`src/rtl/zkbd_loader_pkg.sv`:
```
// Shared command codes and FSM types for the keyboard/mouse frame loader.
package zkbd_loader_pkg;

   localparam logic [7:0] CMD_KBD = 8'h10;
   localparam logic [7:0] CMD_MX  = 8'h11;
   localparam logic [7:0] CMD_MY  = 8'h12;
   localparam logic [7:0] CMD_BTN = 8'h13;
   localparam logic [7:0] CMD_KJ  = 8'h14;

   typedef enum logic [2:0] {IDLE, CMD, KBD, ONE, SKIP} state_e;

   typedef enum logic [1:0] {TGT_X, TGT_Y, TGT_BTN, TGT_KJ} tgt_e;

endpackage

```
`src/rtl/zkbd_loader_tmo.sv`:
```
// Inter-byte timeout counter: saturates at all-ones and flags expiry.
module zkbd_loader_tmo #(
   parameter int unsigned TMO_W = 16
) (
   input  logic i_fclk,
   input  logic i_rst,
   input  logic i_clr,
   input  logic i_en,
   output logic o_expired
);

   logic [TMO_W-1:0] r_cnt;

   always_ff @(posedge i_fclk) begin
      if (i_rst || i_clr) begin
         r_cnt <= '0;
      end else if (i_en && !o_expired) begin
         r_cnt <= r_cnt + 1'b1;
      end
   end

   assign o_expired = &r_cnt;

endmodule

```
`src/rtl/zkbd_loader.sv`:
```
// Collects SPI command frames from the AVR into keyboard-matrix and mouse/joystick outputs.
// Define ZKBD_LOADER_KJOY_EN to enable joystick command 0x14 and the kj_stb output.
module zkbd_loader
   import zkbd_loader_pkg::*;
#(
   parameter int unsigned KBD_BYTES = 5,
   parameter int unsigned TMO_W     = 16
) (
   input  logic                   fclk,
   input  logic                   rst,
   input  logic                   scs_start,
   input  logic                   scs_end,
   input  logic [7:0]             byte_in,
   input  logic                   byte_stb,
   output logic [8*KBD_BYTES-1:0] kbd_out,
   output logic                   kbd_stb,
   output logic [7:0]             mus_out,
   output logic                   mus_xstb,
   output logic                   mus_ystb,
   output logic                   mus_btnstb,
   output logic                   kj_stb,
   output logic                   busy
);

   localparam int unsigned KW = 8 * KBD_BYTES;
   localparam int unsigned CW = $clog2(KBD_BYTES + 1);

   state_e          r_state, w_state_nxt, w_cur;
   tgt_e            r_tgt, w_tgt_nxt;
   logic [CW-1:0]   r_bcnt, w_bcnt_nxt;
   logic [KW-1:0]   r_shift, w_shift_nxt;
   logic [KW-1:0]   r_kbd;
   logic [7:0]      r_mus;
   logic            r_kbd_stb, r_xstb, r_ystb, r_btnstb;
   logic            w_kbd_fire, w_mus_load;
   logic            w_tmo_exp, w_tmo_clr;

   zkbd_loader_tmo #(
      .TMO_W(TMO_W)
   ) u_tmo (
      .i_fclk    (fclk),
      .i_rst     (rst),
      .i_clr     (w_tmo_clr),
      .i_en      (busy),
      .o_expired (w_tmo_exp)
   );

   assign w_tmo_clr = byte_stb | scs_start | ~busy;

   always_ff @(posedge fclk) begin
      if (rst) begin
         r_state <= IDLE;
         r_tgt   <= TGT_X;
         r_bcnt  <= '0;
         r_shift <= '0;
      end else begin
         r_state <= w_state_nxt;
         r_tgt   <= w_tgt_nxt;
         r_bcnt  <= w_bcnt_nxt;
         r_shift <= w_shift_nxt;
      end
   end

   // A byte arriving with scs_start is decoded as the new transfer's command.
   always_comb begin
      w_cur       = scs_start ? CMD : r_state;
      w_state_nxt = w_cur;
      w_tgt_nxt   = r_tgt;
      w_bcnt_nxt  = scs_start ? '0 : r_bcnt;
      w_shift_nxt = scs_start ? '0 : r_shift;
      w_kbd_fire  = 1'b0;
      w_mus_load  = 1'b0;
      if (byte_stb) begin
         case (w_cur)
            CMD: begin
               w_bcnt_nxt = '0;
               case (byte_in)
                  CMD_KBD: w_state_nxt = KBD;
                  CMD_MX: begin
                     w_state_nxt = ONE;
                     w_tgt_nxt   = TGT_X;
                  end
                  CMD_MY: begin
                     w_state_nxt = ONE;
                     w_tgt_nxt   = TGT_Y;
                  end
                  CMD_BTN: begin
                     w_state_nxt = ONE;
                     w_tgt_nxt   = TGT_BTN;
                  end
`ifdef ZKBD_LOADER_KJOY_EN
                  CMD_KJ: begin
                     w_state_nxt = ONE;
                     w_tgt_nxt   = TGT_KJ;
                  end
`endif
                  default: w_state_nxt = SKIP;
               endcase
            end
            KBD: begin
               w_shift_nxt = KW'({r_shift, byte_in});
               if (r_bcnt == CW'(KBD_BYTES - 1)) begin
                  w_kbd_fire  = 1'b1;
                  w_bcnt_nxt  = '0;
                  w_state_nxt = SKIP;
               end else begin
                  w_bcnt_nxt = r_bcnt + 1'b1;
               end
            end
            ONE: begin
               w_mus_load  = 1'b1;
               w_state_nxt = SKIP;
            end
            default: ;
         endcase
      end else if (!scs_start && w_tmo_exp &&
                   (w_cur == CMD || w_cur == KBD || w_cur == ONE)) begin
         w_state_nxt = IDLE;
      end
      if (scs_end && !scs_start) begin
         w_state_nxt = IDLE;
      end
   end

   always_comb begin
      busy = (r_state == CMD) || (r_state == KBD) || (r_state == ONE);
   end

   always_ff @(posedge fclk) begin
      if (rst) begin
         r_kbd     <= '0;
         r_mus     <= '0;
         r_kbd_stb <= 1'b0;
         r_xstb    <= 1'b0;
         r_ystb    <= 1'b0;
         r_btnstb  <= 1'b0;
      end else begin
         r_kbd_stb <= w_kbd_fire;
         r_xstb    <= w_mus_load && (r_tgt == TGT_X);
         r_ystb    <= w_mus_load && (r_tgt == TGT_Y);
         r_btnstb  <= w_mus_load && (r_tgt == TGT_BTN);
         if (w_kbd_fire) begin
            r_kbd <= w_shift_nxt;
         end
         if (w_mus_load) begin
            r_mus <= byte_in;
         end
      end
   end

`ifdef ZKBD_LOADER_KJOY_EN
   logic r_kj_stb;

   always_ff @(posedge fclk) begin
      if (rst) begin
         r_kj_stb <= 1'b0;
      end else begin
         r_kj_stb <= w_mus_load && (r_tgt == TGT_KJ);
      end
   end

   assign kj_stb = r_kj_stb;
`else
   assign kj_stb = 1'b0;
`endif

   assign kbd_out    = r_kbd;
   assign kbd_stb    = r_kbd_stb;
   assign mus_out    = r_mus;
   assign mus_xstb   = r_xstb;
   assign mus_ystb   = r_ystb;
   assign mus_btnstb = r_btnstb;

endmodule
```
`config.mk`:
```
export PLATFORM = sky130hd
export DESIGN_NAME = zkbd_loader
export DESIGN_NICKNAME = d
export VERILOG_FILES = /design/src/rtl/zkbd_loader_pkg.sv /design/src/rtl/zkbd_loader_tmo.sv /design/src/rtl/zkbd_loader.sv
export SDC_FILE = /design/constraint.sdc
export NUM_CORES = 1
export LEC_CHECK = 0
export CAP_MARGIN = 20
export CORE_MARGIN = 5
export CORE_UTILIZATION = 40
export DETAILED_ROUTE_END_ITERATION = 12
export GPL_TIMING_DRIVEN = 0
export PLACE_DENSITY_LB_ADDON = 0.2
export SLEW_MARGIN = 40
export SYNTH_ARGS = -nofsm -noshare
export SYNTH_HDL_FRONTEND = slang
export SYNTH_SLANG_ARGS = --single-unit
```
`constraint.sdc`:
```
create_clock -name fclk -period 2 [get_ports fclk]
set_clock_uncertainty 0.05 [all_clocks]
set_input_delay 0.6 -clock fclk [delete_from_list [all_inputs] [get_ports fclk]]
set_output_delay 0.6 -clock fclk [all_outputs]
set_load 0.05 [all_outputs]
```
==> results of run 1 <==
## critical path, stage by stage, from the launching register on
cell      delay (ns)
dfxtp_1         0.32
buf_6           0.14
o21bai_4        0.21
clkinv_4        0.09
buf_6           0.16
## Yosys cell counts (2+ instances only)
cell type / instances / area, sq um
a21oi_1: 93 / 465.5
a21oi_2: 6 / 52.55
a311oi_1: 2 / 17.52
a31oi_1: 3 / 18.77
and3_1: 2 / 12.51
buf_2: 11 / 55.05
buf_4: 4 / 30.03
clkbuf_1: 23 / 86.33
dfxtp_1: 108 / 2162
ha_1: 3 / 37.54
inv_1: 6 / 22.52
nand2_1: 131 / 491.7
nand3_1: 47 / 235.2
nand4_1: 3 / 18.77
nor2_1: 11 / 41.29
nor3_1: 6 / 30.03
nor4_1: 3 / 18.77
nor4b_1: 3 / 26.28
o21ai_0: 6 / 30.03
o21ai_1: 4 / 20.02
o31ai_1: 3 / 22.52
or3_1: 8 / 50.05
or4_1: 4 / 30.03
## area by class of cell
type                       count  area [sq um]  share of cell area [%]
buffer                        41         197.7                   3.699
clock buffer                  12         155.1                   2.903
clock inverter                 3         22.52                  0.4213
inverter                       8         35.03                  0.6554
multi-input combinational    370          1957                   36.61
sequential                   108          2162                   40.45
tap                          140         175.2                   3.277
timing repair buffer          73         640.6                   11.99
## routing by layer
| metal | up-vias | routed length, um | part of all wire [%] |
|---|---|---|---|
| met5 | - | 0 | 0 |
| met4 | 0 | 178 | 1.7 |
| met3 | 10 | 597 | 5.6 |
| met2 | 88 | 4672 | 43 |
| met1 | 1797 | 5306 | 49 |
| li1 | 1987 | - | - |
## how the worst min path moves through the flow
stage,start,end,slack [ns],cells past startpoint
2_1_floorplan,r_shift[24],kbd_out[32],0.38,2
3_3_place_gp,kbd_out[16],kbd_out[16],0.39,2
3_5_place_dp,kbd_out[39],kbd_out[39],0.40,2
4_1_cts,kbd_out[39],kbd_out[39],0.41,2
5_1_grt,kbd_out[29],kbd_out[29],0.42,2
6_report,kbd_out[21],kbd_out[21],0.41,2
## state kept, by name, summed over array words and instances (netlist names)
signal       cells
r_state          3
u_tmo.r_cnt     16
mus_xstb         1
r_tgt            2
kbd_stb          1
kbd_out         40
r_shift         32
mus_ystb         1
r_bcnt           3
mus_out          8
mus_btnstb       1
## cells by family (layout without fill, tap and decap cells)
family          Yosys count  count (layout)  share of synthesized area, %
xor+xnor                  1               1                        0.2028
compound gates          128             128                         17.00
flops                   108             108                         50.04
buf+inv                  49             137                         5.154
simple gates            236             236                         26.41
other cells               1               1                       0.08680
mux                       1               1                        0.2317
fa+ha+maj                 3               3                        0.8689
## stage by stage
stage	TNS [ns]	hold slack (ns)	std cells
2_1_floorplan	0	0.3825	527
3_3_place_gp	-43.42	0.3916	730
3_5_place_dp	-42.77	0.3971	730
4_1_cts	-0.1991	0.4081	745
5_1_grt	-0.01141	0.4239	755
6_report	0	0.4058	755
## repair_timing
action,in CTS,in global routing
endpoints found under the hold margin,0,0
setup endpoints to repair,121,35
resized for setup,63,8
pin swaps,0,4
buffers inserted,0,10
## power breakdown
group,switching [mW],total [mW],leakage (nW),internal [mW]
Clock,0.725,1.24,0.0924,0.518
Sequential,0.00235,2.15,0.870,2.15
Combinational,0.0987,0.153,1.03,0.0544
## placed cells by master (no fill, tap or decap), types with 2 or more instances in the layout
master / netlist / routed
and3_1: 2 / 2
buf_6: 1 / 3
nand4_1: 3 / 3
nor4b_1: 3 / 2
or3_1: 8 / 8
clkbuf_8: 0 / 11
ha_1: 3 / 3
clkbuf_1: 23 / 22
nor2_1: 11 / 10
o21ai_1: 4 / 4
inv_1: 6 / 6
a21oi_1: 93 / 93
a311oi_1: 2 / 2
nor4_1: 3 / 2
nand3_1: 47 / 46
or4_1: 4 / 4
buf_4: 4 / 13
a31oi_1: 3 / 3
dlygate4sd2_1: 0 / 53
clkdlybuf4s50_1: 0 / 9
dfxtp_1: 108 / 108
nor3_1: 6 / 6
o21ai_0: 6 / 6
clkinv_4: 0 / 3
a21oi_2: 6 / 6
buf_2: 11 / 11
o31ai_1: 3 / 3
clkbuf_2: 1 / 3
nand2_1: 131 / 131
==> summary.txt, run 1 <==
Synthesis
  • #FFs+latches synth: 108
  • Instance count of the mapped netlist: 527
  • Share of the yosys chip area belonging to registers: 50.04%
  • Post-synthesis average cell area: 8.198 sq um
  • Async SR Flop Fraction: 0%
  • Unique masters post-synth: 60
  • Number of flops mapped to enable cells by yosys: 0
  • Post-synthesis net count: 543
  • Post-synth top flop: dfxtp_1
  • Area of the mapped netlist: 4320 sq um
  • Synth warn: 0

Worst setup path
  • Worst reg2reg setup slack: 0.18 ns
  • WP data arrival: 1.30 ns
  • Worst setup path endpoint: busy
  • Top fanout value on the critical path: 10
  • Worst setup startpoint: r_state[0]
  • Critical register-to-register path startpoint: u_tmo.r_cnt[0]
  • Worst Setup Start Kind: register
  • Reg-to-reg endpoint: u_tmo.r_cnt[14]
  • Number of cells on the worst reg-to-reg path: 5
  • Critical path capture point type: output port
  • Required time of the critical path: 1.35 ns
  • Type of the worst setup path: reg2out

GRT
  • Initial antenna violation count: 0
  • Largest net degree at the start of global routing: 17
  • Layer with the highest usage after global routing: met2
  • Total GRT Usage: 17.10%
  • First-pass GRT wire length: 18180 um
  • GR Util met2: 25.88%
  • Met3 usage in global routing: 3.289%
  • Number of global-route vias before repair: 3803
  • Aggregate global routing overflow: 0
  • Routing usage on met1: 23.87%

Timing
  • Setup violation total in the final timing report: 0
  • Fin crit share: 97.34%
  • Slew at the pin closest to its max-slew limit: 0.5451 ns
  • Max_slew headroom: 63.81%
  • Number of pins exceeding their max-slew limit in the final report: 0
  • Final critical-path setup slack: 0.05317 ns
  • Hold violation total from the final report: 0
  • Maximum achievable frequency: 0.5137 GHz
  • Post-layout minimum cycle time: 1.947 ns

Min path
  • Worst Hold Class: reg2reg

Floorplan
  • Site Rows: 38
  • I/O Pins: 67
  • Die span in x: 113.9 um
  • Area of the die: 12980 sq um
  • Initial cell density of the core: 40.39%
  • Die Y: 113.9 um
  • Core ar.: 10700 sq um

Placed design
  • Pre-CTS WS: -0.5365 ns
  • Count of input and output buffers: 63
  • Half-perimeter wire length after detailed placement: 7669 um
  • GP Congestion: 0.8076
  • Placed cell area: 5126 sq um

Clock tree
  • Number of CTS-inserted buffers: 9
  • Sinks on Clock Net: 108
  • Library cell used as clock root buffer: clkbuf_8
  • CTS tree: built
  • Number of buffers inserted by hold repair at cts: 0
  • Worst-case clock buffer depth: 2
  • Count of H-tree levels built during CTS: 3
  • CTS clk-pin slew, worst paths: 0.10 ns
  • Worst-skew pair later-pin latency: 0.37 ns

Final layout
  • Util after Layout: 49.96%
  • Diode count: 0
  • Post-route cell area: 5345 sq um
  • Fraction of layout cells with a size suffix above 1: 10.89%
  • Layout Area Growth over Synthesis: 23.72%
  • Filler instances: 1082
  • Total number of nets in the final design: 627

Pwr
  • Worst IR drop on VDD: 0.0002956 V
  • Power after layout: 3.550 mW
  • Power density cells: 664.1 nW/um^2
  • Leakage Power: 1.994 nW

Flow run
  • Max-cap violation count: 0

Detailed routing
  • DR vias/cell: 5.142
  • Detailed-routing iteration count for the pre-antenna-repair pass: 4
  • Total Routed Length: 10750 um
  • Overall via count from detail_route: 3882
  • DRC marker count from the first detailed-route iteration: 137
  • WL/cell: 14.24 um
  • Antenna violation net count after detailed routing: 0
  • DRC Markers: 0

Outcome
  • Result of the run: completed
(Power assumes the default switching activity.)
==> run 2: changes to the inputs <==
Settings changed: ABC_AREA from default to 0, CORE_UTILIZATION 40 to 50.
==> run 2 against run 1 <==
  * Register-to-register slack worse by 0.03 ns
  * Via count increased by 1.2%
  * Sequential power hardly changed
  * Total power decreased by 0.35%
  * Die area is 18% lower
  * Worst hold slack gained 0.00052 ns
  * First-iteration DRC count rose by 47%
==> summary.txt, run 2 (synthesis gave the netlist of run 1 again) <==
Outcome
  • Result of the run: completed (unchanged)

Detailed routing
  • Detailed-routing iteration count for the pre-antenna-repair pass: 6 (was 4)
  • DRC marker count from the first detailed-route iteration: 202 (was 137)
  • Total Routed Length: 10330 um (was 10750 um)
  • DRC Markers: 0 (unchanged)
  • WL/cell: 14.43 um (was 14.24 um)
  • DR vias/cell: 5.486 (was 5.142)
  • Antenna violation net count after detailed routing: 0 (unchanged)
  • Overall via count from detail_route: 3928 (was 3882)

Placed design
  • GP Congestion: 0.8028 (was 0.8076)
  • Pre-CTS WS: -0.5489 ns (was -0.5365 ns)
  • Half-perimeter wire length after detailed placement: 7415 um (was 7669 um)
  • Count of input and output buffers: 63 (unchanged)

Timing
  • Hold violation total from the final report: 0 (unchanged)
  • Final total negative setup slack: 0 ns (unchanged)
  • Fin crit share: 96.97% (was 97.34%)
  • Setup violation total in the final timing report: 0 (unchanged)
  • Slew at the pin closest to its max-slew limit: 0.5470 ns (was 0.5451 ns)
  • Max_slew headroom: 63.68% (was 63.81%)
  • Smallest hold slack: 0.4063 ns (was 0.4058 ns)
  • Post-layout minimum cycle time: 1.939 ns (was 1.947 ns)
  • Number of pins exceeding their max-slew limit in the final report: 0 (unchanged)
  • Unrepaired setup endpoints after global routing: true
  • Final critical-path setup slack: 0.06069 ns (was 0.05317 ns)
  • Maximum achievable frequency: 0.5156 GHz (was 0.5137 GHz)

Floorplan
  • Area of the die: 10600 sq um (was 12980 sq um)
  • Core ar.: 8551 sq um (was 10700 sq um)
  • Die Y: 103.0 um (was 113.9 um)
  • Die span in x: 103.0 um (was 113.9 um)
  • Site Rows: 34 (was 38)
  • I/O Pins: 67 (unchanged)
  • Initial cell density of the core: 50.53% (was 40.39%)

Final layout
  • Filler instances: 796 (was 1082)
  • Diode count: 0 (unchanged)
  • Layout Area Growth over Synthesis: 21.75% (was 23.72%)
  • Fraction of layout cells with a size suffix above 1: 10.03% (was 10.89%)
  • Most common library cell in the layout ignoring fill and taps: nand2_1 (unchanged)
  • Number of flip-flops in the largest register: 40 (unchanged)
  • Top library cells by usage in the layout, fill and taps aside: nand2_1 (131), dfxtp_1 (108), a21oi_1 (93), dlygate4sd2_1 (53), nand3_1 (46) (unchanged)
  • Total number of nets in the final design: 619 (was 627)

GRT
  • Number of global-route vias before repair: 3698 (was 3803)
  • Layer with the highest usage after global routing: met2 (unchanged)
  • Routing usage on met1: 28.07% (was 23.87%)
  • First-pass GRT wire length: 17190 um (was 18180 um)
  • GR Util met2: 31.43% (was 25.88%)
  • Largest net degree at the start of global routing: 19 (was 17)
  • Initial antenna violation count: 0 (unchanged)
  • Aggregate global routing overflow: 0 (unchanged)
  • Total GRT Usage: 20.17% (was 17.10%)
  • Met3 usage in global routing: 3.654% (was 3.289%)

Worst setup path
  • Stage delay of the slowest cell on the critical path: 0.57 ns (was 0.32 ns)
  • Critical path's slowest cell: dlygate4sd2_1 (was dfxtp_1)
  • Top fanout value on the critical path: 2 (was 10)
  • Worst Setup Start Kind: register (unchanged)
  • Type of the worst setup path: reg2out (unchanged)
  • Critical path capture point type: output port (unchanged)
  • WP data arrival: 1.29 ns (was 1.30 ns)
  • Critical path buffer and inverter count: 1 (was 3)
  • Required time of the critical path: 1.35 ns (about the same)
  • CP cell instances: dlygate4sd2_1 (was buf_6 -> o21bai_4 -> clkinv_4 -> buf_6)
  • CP top delay family: buffers and inverters (unchanged)

Flow run
  • Max-cap violation count: 0 (unchanged)

Clock tree
  • Number of CTS-inserted buffers: 9 (unchanged)
  • Number of buffers inserted by hold repair at cts: 0 (unchanged)
  • Sinks on Clock Net: 108 (unchanged)
  • CTS tree: built (unchanged)
  • Library cell used as clock root buffer: clkbuf_8 (unchanged)
  • Count of H-tree levels built during CTS: 3 (unchanged)
  • CTS clk-pin slew, worst paths: 0.10 ns (about the same)
  • Worst-skew pair later-pin latency: 0.37 ns (about the same)
  • Worst-case clock buffer depth: 2 (unchanged)

Pwr
  • Sequential power share: 60.9% (was 60.7%)
  • Cell Int Power: 2.667 mW (was 2.724 mW)
  • NetSw: 870.6 uW (was 825.8 uW)
  • Power density cells: 672.5 nW/um^2 (was 664.1 nW/um^2)
  • Clock Power Share: 35.0% (about the same)
  • Worst IR drop on VDD: 0.0003617 V (was 0.0002956 V)
  • Sw Share: 24.61% (was 23.27%)
  • Leakage Power: 1.974 nW (was 1.994 nW)
  • Logic gate share of total power: 4.1% (was 4.3%)

Min path
  • Worst Hold Class: reg2reg (unchanged)
==> run 2: cell types whose count changed in the layout (fill, tap and decap cells not counted), sizes merged <==
cell	delta
buf	-8
clkbuf	-2
clkinvlp	+2
inv	+2
clkdlybuf4s50	-1
clkinv	-1
dlymetal6s2s	+1
==> run 2: metal layers <==
layer  share of wire [%]  vias up
met2                  45       98
met1                  48     1844
li1                    -     1976
met3                 5.3       10
met5                   0        -
met4                 1.4        0
==> run 2: power by group through the flow <==
stage               Sequential, mW  Combinational, mW  Clock (mW)
finish                        2.15              0.146        1.24
global route                  2.15              0.160        1.34
CTS                           2.15              0.143        1.25
detailed placement            2.20              0.139           0
global placement              2.20              0.137           0
floorplan                     2.20             0.0800           0
==> run 2: timing repair <==
action | 4_1_cts | 5_1_grt
resized for setup | 64 | 11
setup endpoints to repair | 123 | 23
pin swaps | 1 | 2
buffers inserted | 1 | 1
==> run 2: path summary, 6_finish.rpt <==
path / startpoint / endpoint / slack (ns) / cells past startpoint
setup / recovery: kbd_out[16] / kbd_out[16] / 0.06 / 1
hold / removal: kbd_out[28] / kbd_out[28] / 0.41 / 2
setup reg to reg: u_tmo.r_cnt[4] / r_state[0] / 0.15 / 5
hold reg to reg: kbd_out[28] / kbd_out[28] / 0.41 / 2
==> run 2: stage by stage <==
stage | total power, mW | util, % | area, sq um | cells
after global placement | 2.340 | 59.48 | 5086 | 698
after detailed placement | 2.342 | 59.48 | 5086 | 698
after CTS | 3.548 | 61.06 | 5221 | 715
after global routing | 3.653 | 61.52 | 5260 | 716
after floorplan | 2.283 | - | 4320 | 527
final | 3.537 | 61.52 | 5260 | 716
==> run 2: layout make-up <==
type | instances | area [sq um] | area share (%)
flip-flops and latches | 108 | 2162 | 41.10
well taps | 108 | 135.1 | 2.569
clock buffers | 10 | 127.6 | 2.426
multi-input cells | 370 | 1972 | 37.49
inverters | 8 | 35.03 | 0.6660
clock inverters | 6 | 48.80 | 0.9277
plain buffers | 41 | 196.4 | 3.735
repair buffers | 65 | 583.1 | 11.08
==> RTL change, RTL diff (settings of run 1) <==
Build with the macro `ZKBD_LOADER_KJOY_EN` defined.
--- a/src/rtl/zkbd_loader.sv
+++ b/src/rtl/zkbd_loader.sv
@@ -1,5 +1,7 @@
 // Collects SPI command frames from the AVR into keyboard-matrix and mouse/joystick outputs.
 // Define ZKBD_LOADER_KJOY_EN to enable joystick command 0x14 and the kj_stb output.
+`define ZKBD_LOADER_KJOY_EN
+
 module zkbd_loader
    import zkbd_loader_pkg::*;
 #(
Check against the original RTL: not equivalent (a bounded check fails within 4 cycles, from zero or initial values and one cycle with rst high).
==> RTL change against run 1 <==
- synthesized cell count up 2.8%
- sequential cell count up 1
- worst setup slack worse by 53 ps
- area after synthesis up 0.46%
- power up 5.1%
- wire length up 4.2%
- cell area up 2.9%
- critical path type is now in2reg
==> RTL change: results (changes against run 1) <==
place:
  placed_cells: 744  # +1.9%
  routabilityCongestion: 0.7876  # -2.5%
  place_ws_ps: -865.3  # -328.8 ps
  placed_cell_area_um2: 5162  # +0.71%
  port_buffers: 62  # -1.6%
detailed_routing:
  wirelength_met1_um: 5190  # -2.2%
  dr_wl_met2_um: 5272  # +13%
  vias_per_cell: 5.231  # +1.7%
  wl_met3_um: 572  # -4.2%
  avgRoutedWirePerCell_um: 14.57  # +2.3%
  drt_iter0_markers: 236  # +72%
cells_and_area:
  fin_nets: 640  # +2.1%
  num-clock-buffers: 11  # -1
  multi_input_area_share_pct: 37.21  # +0.60 points
  clk_share_pct: 3.778  # +0.45 points
  layout-drive-gt1-share_pct: 10.65  # -0.24 points
  nonClkBufAreaFrac_pct: 15.59  # -0.094 points
  inv_count: 7  # -1
  area_growth_pct: 26.66
  num-fill-cells: 1093  # +1.0%
  seq_cells: 109  # +0.93%
  buffers: 115  # +0.88%
grt:
  grtUsageMet2_pct: 28.84  # +3.0 points
  grt_pass1_wl_um: 18750  # +3.2%
  use_met1_pct: 22.28  # -1.6 points
  grt_pass1_vias: 3972  # +4.4%
  grt_max_degree: 18  # +1
  grt_use_met3_pct: 5.973  # +2.7 points
  antenna_found_initial: 0  # unchanged
  grt_use_total_pct: 17.69  # +0.59 points
logic_synthesis:
  syn-num-nets: 558  # +2.8%
  ys_seq_area_share_pct: 50.27  # +0.23 points
  synth-compound-area-share_pct: 16.43  # -0.57 points
  ys_types: 50  # -17%
  synth_area_leaders: "dfxtp_1 50%, nand2_1 12%, a21oi_1 11%"
  ys_top_cells_by_count: "133 x nand2_1, 109 x dfxtp_1, 94 x a21oi_1"
  synth_xor_area_share_pct: 0.6054  # +0.40 points
  synth_fa_ha_area_share_pct: 0.8648  # -0.0040 points
  synth_cells: 542  # +2.8%
worst_setup_path:
  r2r_cells: 6  # +1
  critPathMaxFanout: 3  # -7
  cp_top_family: "simple AND/OR/NAND/NOR gates"
  cpPeakStageDelay_ps: 530  # +210 ps
timing:
  maxSlewHeadroom_pct: 62.23  # -1.6 points
pwr:
  p_int_mw: 2.875  # +5.5%
  sequentialPower_mw: 2.18
  clockPowerShare_pct: 37.3  # +2.3 points
  powerDensity_nw_per_um2: 678.6  # +2.2%
  power_leakage_nw: 2.016  # +1.1%
run_status:
  status: "finished clean"
floorplanning:
  core_area_um2: 10750  # +0.44%
-- RTL change: cell types whose count changed after synthesis, moves of 3 or more --
cell | run 1 | this run
or4_1 | 4 | 7
buf_2 | 11 | 2
o21a_1 | 0 | 6
buf_4 | 4 | 0
nor4_1 | 3 | 6
or3_1 | 8 | 5
clkbuf_1 | 23 | 35
a21oi_2 | 6 | 0
o21ai_1 | 4 | 0
buf_1 | 1 | 6
-- RTL change: path summary, 6_finish.rpt --
| check | startpoint | end | slack (ps) |
|---|---|---|---|
| setup reg to reg | u_tmo.r_cnt[0] | u_tmo.r_cnt[15] | 120 |
| hold reg to reg | kbd_out[19] | kbd_out[19] | 400 |
| setup / recovery | byte_in[5] | r_tgt[0] | 0.2 |
| hold / removal | kbd_out[19] | kbd_out[19] | 400 |
-- RTL change: what timing repair did --
| action | in CTS | in global routing |
|---|---|---|
| setup endpoints to repair | 154 | 23 |
| gates resized for setup | 106 | 23 |
| pin swaps | 7 | 5 |
| buffers inserted | 3 | 7 |
